==> src/rtl/sched_serializador_if.sv <==
// Lane-side and serial-side signals of the 4:1 byte serializer scheduler.
// The master drives the lanes and enable; the slave (scheduler) drives the serial outputs.
interface sched_serializador_if #(
    parameter int unsigned WIDTH = 8
);
    logic             enable;
    logic [WIDTH-1:0] data_0p;
    logic [WIDTH-1:0] data_1p;
    logic [WIDTH-1:0] data_2p;
    logic [WIDTH-1:0] data_3p;
    logic             valid_0p;
    logic             valid_1p;
    logic             valid_2p;
    logic             valid_3p;
    logic [WIDTH-1:0] data_000;
    logic             valid_000;
    logic [1:0]       sel;
    logic             frame_strobe;
    logic             IDLE_OUT;

    modport master (
        output enable,
        output data_0p, data_1p, data_2p, data_3p,
        output valid_0p, valid_1p, valid_2p, valid_3p,
        input  data_000, valid_000, sel, frame_strobe, IDLE_OUT
    );

    modport slave (
        input  enable,
        input  data_0p, data_1p, data_2p, data_3p,
        input  valid_0p, valid_1p, valid_2p, valid_3p,
        output data_000, valid_000, sel, frame_strobe, IDLE_OUT
    );
endinterface

==> src/rtl/sched_serializador.sv <==
// Single-clock 4-lane to 1-lane byte serializer scheduler: a 2-bit phase counter replaces
// the divided clocks, one frame is captured every 4 cycles, IDLE/ACTIVE/HOLD owns IDLE_OUT.
module sched_serializador #(
    parameter int unsigned WIDTH       = 8,
    parameter logic [7:0]  IDLE_SYM    = 8'hBC,
    parameter int unsigned IDLE_FRAMES = 2
) (
    input  logic                  clk_4f,
    input  logic                  reset,
    sched_serializador_if.slave   bus
);
    localparam int unsigned LANES = 4;
    localparam int unsigned CNT_W = 4;
    localparam logic [CNT_W-1:0] IDLE_LIM  = CNT_W'(IDLE_FRAMES);
    localparam logic [WIDTH-1:0] IDLE_BYTE = WIDTH'(IDLE_SYM);

    typedef enum logic [1:0] {
        ST_IDLE   = 2'd0,
        ST_ACTIVE = 2'd1,
        ST_HOLD   = 2'd2
    } state_e;

    state_e                       state_q, state_d;
    logic [CNT_W-1:0]             cnt_q, cnt_d;
    logic [1:0]                   phase_q, phase_d;
    logic                         strobe_q, strobe_d;
    logic [LANES-1:0][WIDTH-1:0]  f_data_q, f_data_d;
    logic [LANES-1:0]             f_valid_q, f_valid_d;
    logic [WIDTH-1:0]             out_data_q, out_data_d;
    logic                         out_valid_q, out_valid_d;

    logic [LANES-1:0][WIDTH-1:0]  lane_data_c;
    logic [LANES-1:0]             lane_valid_c;
    logic                         boundary_c;
    logic                         any_valid_c;
    logic [1:0]                   nxt_lane_c;
    state_e                       emit_state_c;
    logic [WIDTH-1:0]             emit_data_c;
    logic                         emit_valid_c;

    assign lane_data_c  = {bus.data_3p, bus.data_2p, bus.data_1p, bus.data_0p};
    assign lane_valid_c = {bus.valid_3p, bus.valid_2p, bus.valid_1p, bus.valid_0p};
    assign boundary_c   = (phase_q == 2'd3);
    assign any_valid_c  = |lane_valid_c;
    assign nxt_lane_c   = phase_q + 2'd1;

    // State register and all datapath flops.
    always_ff @(posedge clk_4f or negedge reset) begin
        if (!reset) begin
            state_q     <= ST_IDLE;
            cnt_q       <= '0;
            phase_q     <= '0;
            strobe_q    <= 1'b0;
            f_data_q    <= '0;
            f_valid_q   <= '0;
            out_data_q  <= IDLE_BYTE;
            out_valid_q <= 1'b0;
        end else begin
            state_q     <= state_d;
            cnt_q       <= cnt_d;
            phase_q     <= phase_d;
            strobe_q    <= strobe_d;
            f_data_q    <= f_data_d;
            f_valid_q   <= f_valid_d;
            out_data_q  <= out_data_d;
            out_valid_q <= out_valid_d;
        end
    end

    // Next state, evaluated only on the frame-boundary edge; enable=0 overrides everything.
    always_comb begin
        state_d = state_q;
        cnt_d   = cnt_q;
        if (boundary_c) begin
            unique case (state_q)
                ST_IDLE: begin
                    if (bus.enable && any_valid_c) begin
                        state_d = ST_ACTIVE;
                        cnt_d   = '0;
                    end
                end
                ST_ACTIVE: begin
                    if (!bus.enable) begin
                        state_d = ST_IDLE;
                        cnt_d   = '0;
                    end else if (!any_valid_c) begin
                        if (IDLE_LIM == CNT_W'(1)) begin
                            state_d = ST_IDLE;
                            cnt_d   = '0;
                        end else begin
                            state_d = ST_HOLD;
                            cnt_d   = CNT_W'(1);
                        end
                    end
                end
                ST_HOLD: begin
                    if (!bus.enable) begin
                        state_d = ST_IDLE;
                        cnt_d   = '0;
                    end else if (any_valid_c) begin
                        state_d = ST_ACTIVE;
                        cnt_d   = '0;
                    end else if ((cnt_q + CNT_W'(1)) == IDLE_LIM) begin
                        state_d = ST_IDLE;
                        cnt_d   = '0;
                    end else begin
                        cnt_d   = cnt_q + CNT_W'(1);
                    end
                end
                default: begin
                    state_d = ST_IDLE;
                    cnt_d   = '0;
                end
            endcase
        end
    end

    // Capture and emission: at the boundary lane 0 comes straight from the inputs with the new state.
    always_comb begin
        phase_d   = phase_q + 2'd1;
        strobe_d  = (phase_d == 2'd3);
        f_data_d  = f_data_q;
        f_valid_d = f_valid_q;
        if (boundary_c) begin
            f_data_d     = lane_data_c;
            f_valid_d    = lane_valid_c;
            emit_state_c = state_d;
            emit_data_c  = lane_data_c[0];
            emit_valid_c = lane_valid_c[0];
        end else begin
            emit_state_c = state_q;
            emit_data_c  = f_data_q[nxt_lane_c];
            emit_valid_c = f_valid_q[nxt_lane_c];
        end
        if ((emit_state_c != ST_IDLE) && emit_valid_c) begin
            out_data_d  = emit_data_c;
            out_valid_d = 1'b1;
        end else begin
            out_data_d  = IDLE_BYTE;
            out_valid_d = 1'b0;
        end
    end

    assign bus.data_000     = out_data_q;
    assign bus.valid_000    = out_valid_q;
    assign bus.sel          = phase_q;
    assign bus.frame_strobe = strobe_q;
    assign bus.IDLE_OUT     = (state_q == ST_IDLE);
endmodule

==> src/flat_wrapper.sv <==
// flat-port wrapper written by rule: the top's interface ports become plain ports
module sched_serializador_flat 
#(
    parameter int unsigned WIDTH       = 8,
    parameter logic [7:0]  IDLE_SYM    = 8'hBC,
    parameter int unsigned IDLE_FRAMES = 2
)
  (clk_4f, reset, bus_enable, bus_data_0p, bus_data_1p, bus_data_2p, bus_data_3p, bus_valid_0p, bus_valid_1p, bus_valid_2p, bus_valid_3p, bus_data_000, bus_valid_000, bus_sel, bus_frame_strobe, bus_IDLE_OUT);
  sched_serializador_if #(.WIDTH(WIDTH)) bus_i ();
  input  logic clk_4f;
  input  logic reset;
  input wire logic [$bits(bus_i.enable)-1:0] bus_enable;
  input wire logic [$bits(bus_i.data_0p)-1:0] bus_data_0p;
  input wire logic [$bits(bus_i.data_1p)-1:0] bus_data_1p;
  input wire logic [$bits(bus_i.data_2p)-1:0] bus_data_2p;
  input wire logic [$bits(bus_i.data_3p)-1:0] bus_data_3p;
  input wire logic [$bits(bus_i.valid_0p)-1:0] bus_valid_0p;
  input wire logic [$bits(bus_i.valid_1p)-1:0] bus_valid_1p;
  input wire logic [$bits(bus_i.valid_2p)-1:0] bus_valid_2p;
  input wire logic [$bits(bus_i.valid_3p)-1:0] bus_valid_3p;
  output wire logic [$bits(bus_i.data_000)-1:0] bus_data_000;
  output wire logic [$bits(bus_i.valid_000)-1:0] bus_valid_000;
  output wire logic [$bits(bus_i.sel)-1:0] bus_sel;
  output wire logic [$bits(bus_i.frame_strobe)-1:0] bus_frame_strobe;
  output wire logic [$bits(bus_i.IDLE_OUT)-1:0] bus_IDLE_OUT;
  assign bus_i.enable = bus_enable;
  assign bus_i.data_0p = bus_data_0p;
  assign bus_i.data_1p = bus_data_1p;
  assign bus_i.data_2p = bus_data_2p;
  assign bus_i.data_3p = bus_data_3p;
  assign bus_i.valid_0p = bus_valid_0p;
  assign bus_i.valid_1p = bus_valid_1p;
  assign bus_i.valid_2p = bus_valid_2p;
  assign bus_i.valid_3p = bus_valid_3p;
  assign bus_data_000 = bus_i.data_000;
  assign bus_valid_000 = bus_i.valid_000;
  assign bus_sel = bus_i.sel;
  assign bus_frame_strobe = bus_i.frame_strobe;
  assign bus_IDLE_OUT = bus_i.IDLE_OUT;
  sched_serializador #(.WIDTH(WIDTH), .IDLE_SYM(IDLE_SYM), .IDLE_FRAMES(IDLE_FRAMES)) u_core (.clk_4f(clk_4f), .reset(reset), .bus(bus_i));
endmodule
==> config.mk <==
export PLATFORM = sky130hd
export DESIGN_NAME = sched_serializador_flat
export DESIGN_NICKNAME = d
export VERILOG_FILES = /design/src/rtl/sched_serializador_if.sv /design/src/rtl/sched_serializador.sv /design/src/flat_wrapper.sv
export SDC_FILE = /design/constraint.sdc
export NUM_CORES = 1
export LEC_CHECK = 0
export CAP_MARGIN = 20
export CORE_UTILIZATION = 35
export DETAILED_ROUTE_END_ITERATION = 10
export GPL_TIMING_DRIVEN = 0
export HOLD_SLACK_MARGIN = 0.08
export PLACE_DENSITY = 0.67
export REMOVE_ABC_BUFFERS = 1
export SLEW_MARGIN = 40
export SYNTH_ARGS = -nofsm -noshare
export SYNTH_HDL_FRONTEND = slang
export SYNTH_SLANG_ARGS = --single-unit
==> constraint.sdc <==
create_clock -name clk_4f -period 2.2 [get_ports clk_4f]
set_input_delay 0.44 -clock clk_4f [delete_from_list [all_inputs] [get_ports clk_4f]]
set_output_delay 0.44 -clock clk_4f [all_outputs]
set_load 0.02 [all_outputs]
==> results by group <==
Floorplan
  – Core Rows: 30
  – Full die area: 7640 sq um
  – Die H: 87.4 um
  – Initial core utilization: 0.370
  – I/O Pins: 52
  – Die width: 87.4 um
  – Core box area: 6910 sq um

Timing
  – RSZ-0062 raised after global routing: true
  – Max Clk Rate: 453 MHz
  – Max-slew violation count: 0
  – Final setup violation count: 1
  – Skew final: 0.00787 ns
  – Crit path time final: 2.21 ns
  – Final hold vios: 0
  – Final setup margin: -0.00664 ns
  – Final period utilization: 1.00
  – Slew HR: 0.656
  – Setup tns final: -0.00664 ns
  – Worst Max-Slew Pin Slew: 0.509 ns

Worst hold path
  – Hold Crit Class: reg -> reg

Global routing
  – Initial antenna violation count: 0
  – First-pass GRT wire length: 8.38 mm
  – Number of global-route vias before repair: 1700
  – GRT Overall Usage: 0.147
  – Gr ovfl total: 0
  – Largest net degree at the start of global routing: 40

Worst setup path
  – Critical path arrival: 2.44 ns
  – Crit path max fanout: 4
  – Slowest CP cell: or4_4
  – Critical Path Sink Type: flip-flop
  – Element type at the critical path start: input pin
  – Req. time, crit path: 2.43 ns
  – Critical path, cell by cell: clkdlybuf4s50_1 -> or4_4 -> nor3b_2 -> a211oi_4 -> buf_4 -> o22ai_2 -> nand2_1
  – Max stage delay on crit path: 0.60 ns
  – Worst setup path class: in -> reg

Synthesis
  – Cells after synthesis: 182
  – Commonest register cell after synthesis: dfrtp_1
  – Post-synth EDFFs: 0
  – Synthesized area: 2550 sq um
  – Yosys warnings: 0
  – Synthesized flop and latch total: 54
  – Synth async-reset ratio: 1.00
  – Synth cell types: 39
  – Register area share after synthesis: 0.532
  – Mean Syn Cell Area: 14.0 sq um

Power and ir drop
  – Leak: 1.34 nW
  – Sequential share of power: 0.519
  – Cell Int Power: 1.57 mW
  – Switching power total: 0.607 mW
  – Power density over the cells: 637 nW/um^2
  – Switching Share: 0.278
  – Peak supply drop: 0.000243 V
  – Clk pwr share: 0.255
  – Comb power frac: 0.226

Drt
  – Routed Antenna Nets: 0
  – WL/cell: 14.8 um
  – DRC violation count after routing: 0
  – Via count: 1670
  – Initial DRC count: 65
  – Initial DRT Pass Iterations: 4
  – Drt via density: 4.90
  – Total wire length: 5.06 mm

Clocking
  – Root Driver: clkbuf_8
  – Clock Path Buffers: 2
  – Clk sinks: 54
  – TritonCTS clock tree: done
  – Clock-pin slew of the registers on the worst-case setup and hold paths: 0.10 ns
  – CTS buffer count: 5
  – Worst-Skew Late Latency: 0.31 ns
  – H-tree depth: 2

Final layout
  – # diodes: 0
  – Register Area: 1360 sq um
  – Area delta synth->final: 34.2%
  – Commonest non-fill, non-tap cell in the layout: clkdlybuf4s50_1
  – Most frequent cells in the layout: 49 x clkdlybuf4s50_1, 46 x dfrtp_1, 37 x mux2_2, 12 x nand2_1, 9 x mux4_2
  – Multi-input logic area: 1220 sq um
  – Filler Cell Count: 633
  – # nets final: 291
  – Fraction of layout instances using a drive strength above 1: 0.351

Outcome
  – Status: complete, but fails checks
  – Failing checks: setup timing

Place
  – Dpl hpwl: 3.33 mm
  – PortBufs: 51
  – Pre-CTS WS: -0.731 ns
  – Placer congestion estimate: 0.725

Flow run
  – Total of max-cap violations: 0
## cells in the mapped netlist, types with 3 or more instances
cell,count,area share
nor2_1,3,0.0044
mux2i_1,8,0.031
ha_1,8,0.039
o21ai_0,4,0.0078
mux2_2,37,0.16
a31oi_1,3,0.0074
mux4_2,9,0.079
clkbuf_1,3,0.0044
nor2b_1,4,0.0098
nand2_1,12,0.018
dfstp_2,5,0.051
dfrtp_1,49,0.48
nor3_1,3,0.0059
inv_1,6,0.0088
## worst paths after layout
check | startpoint | endpoint | slack [ns] | depth (start not counted)
max in group asynchronous | reset | u_core.bus.data_000[2]$_DFF_PN1_ | 1.11 | 3
min in group asynchronous | reset | u_core.cnt_q[0]$_DFFE_PN0P_ | 0.56 | 2
worst min register to register | u_core.f_data_q[9]$_DFFE_PN0P_ | u_core.f_data_q[9]$_DFFE_PN0P_ | 0.51 | 1
worst max register to register | u_core.cnt_q[0]$_DFFE_PN0P_ | u_core.bus.data_000[0]$_DFF_PN0_ | 0.03 | 6
worst min-delay path | u_core.f_data_q[9]$_DFFE_PN0P_ | u_core.f_data_q[9]$_DFFE_PN0P_ | 0.51 | 1
worst max-delay path | bus_valid_2p | u_core.bus.data_000[4]$_DFF_PN1_ | -0.007 | 7
## worst max-delay path, delay by kind of cell
kind	cells	cell delay [ns]
buffers and inverters	2	0.62
and+or+nand+nor	3	0.98
AOI/OAI and AO/OA	2	0.39
## area by class of cell
cell class | count | share of cell area
clock buffers | 6 | 0.0212
clock inverters | 2 | 0.00402
inverters | 6 | 0.00657
multi-input cells | 116 | 0.356
flip-flops and latches | 54 | 0.398
well taps | 96 | 0.0351
repair buffers | 61 | 0.179
## cell families after synthesis
logic type | Yosys count | synth area share
AO/OA/AOI/OAI | 19 | 0.0564
adder cells (fa/ha/maj) | 8 | 0.0392
buffers and inverters | 13 | 0.0216
flip-flops | 54 | 0.532
multiplexers | 54 | 0.274
AND/OR/NAND/NOR | 34 | 0.0770
## repair_timing
action | in CTS | in global routing
endpoints found under the hold margin | 20 | 0
hold buffers | 1 | 0
cloned | 1 | 0
setup buffers | 5 | 2
pin swaps | 2 | 1
endpoints found under the setup margin | 12 | 9
resized for setup | 10 | 5
## sequential cells by signal (all words and copies together), names as in the netlist
| signal | count |
|---|---|
| u_core.bus.data_000 | 8 |
| u_core.bus.frame_strobe | 1 |
| u_core.bus.sel | 2 |
| u_core.bus.valid_000 | 1 |
| u_core.cnt_q | 4 |
| u_core.f_data_q | 32 |
| u_core.f_valid_q | 4 |
| u_core.state_q | 2 |
## metrics by stage
| step | instances | power (mW) | utilization | area [sq um] | hold slack (ns) |
|---|---|---|---|---|---|
| after floorplan | 175 | 1.37 | - | 2520 | 0.144 |
| after global placement | 322 | 1.58 | 0.456 | 3150 | 0.485 |
| after detailed placement | 324 | 1.59 | 0.463 | 3200 | 0.366 |
| after CTS | 339 | 2.20 | 0.492 | 3400 | 0.513 |
| after global routing | 341 | 2.30 | 0.496 | 3430 | 0.529 |
| final | 341 | 2.18 | 0.496 | 3430 | 0.511 |
## power by group through the flow
| stage | clock network [mW] | registers, mW | logic (mW) |
|---|---|---|---|
| 4_1_cts | 0.577 | 1.13 | 0.490 |
| 2_1_floorplan | 0 | 1.18 | 0.189 |
| 5_1_grt | 0.619 | 1.14 | 0.537 |
| 3_3_place_gp | 0 | 1.16 | 0.423 |
| 6_report | 0.556 | 1.13 | 0.493 |
| 3_5_place_dp | 0 | 1.16 | 0.436 |
## per-layer routing
layer	up-vias	GRT usage	part of all wire	wire length (um)
met4	0	0.0551	0.019	96
met5	-	0	0	0
met1	827	0.195	0.46	2330
li1	793	-	-	-
met3	9	0.0360	0.053	268
met2	41	0.234	0.47	2360
Power figures use the tool's default switching activity.
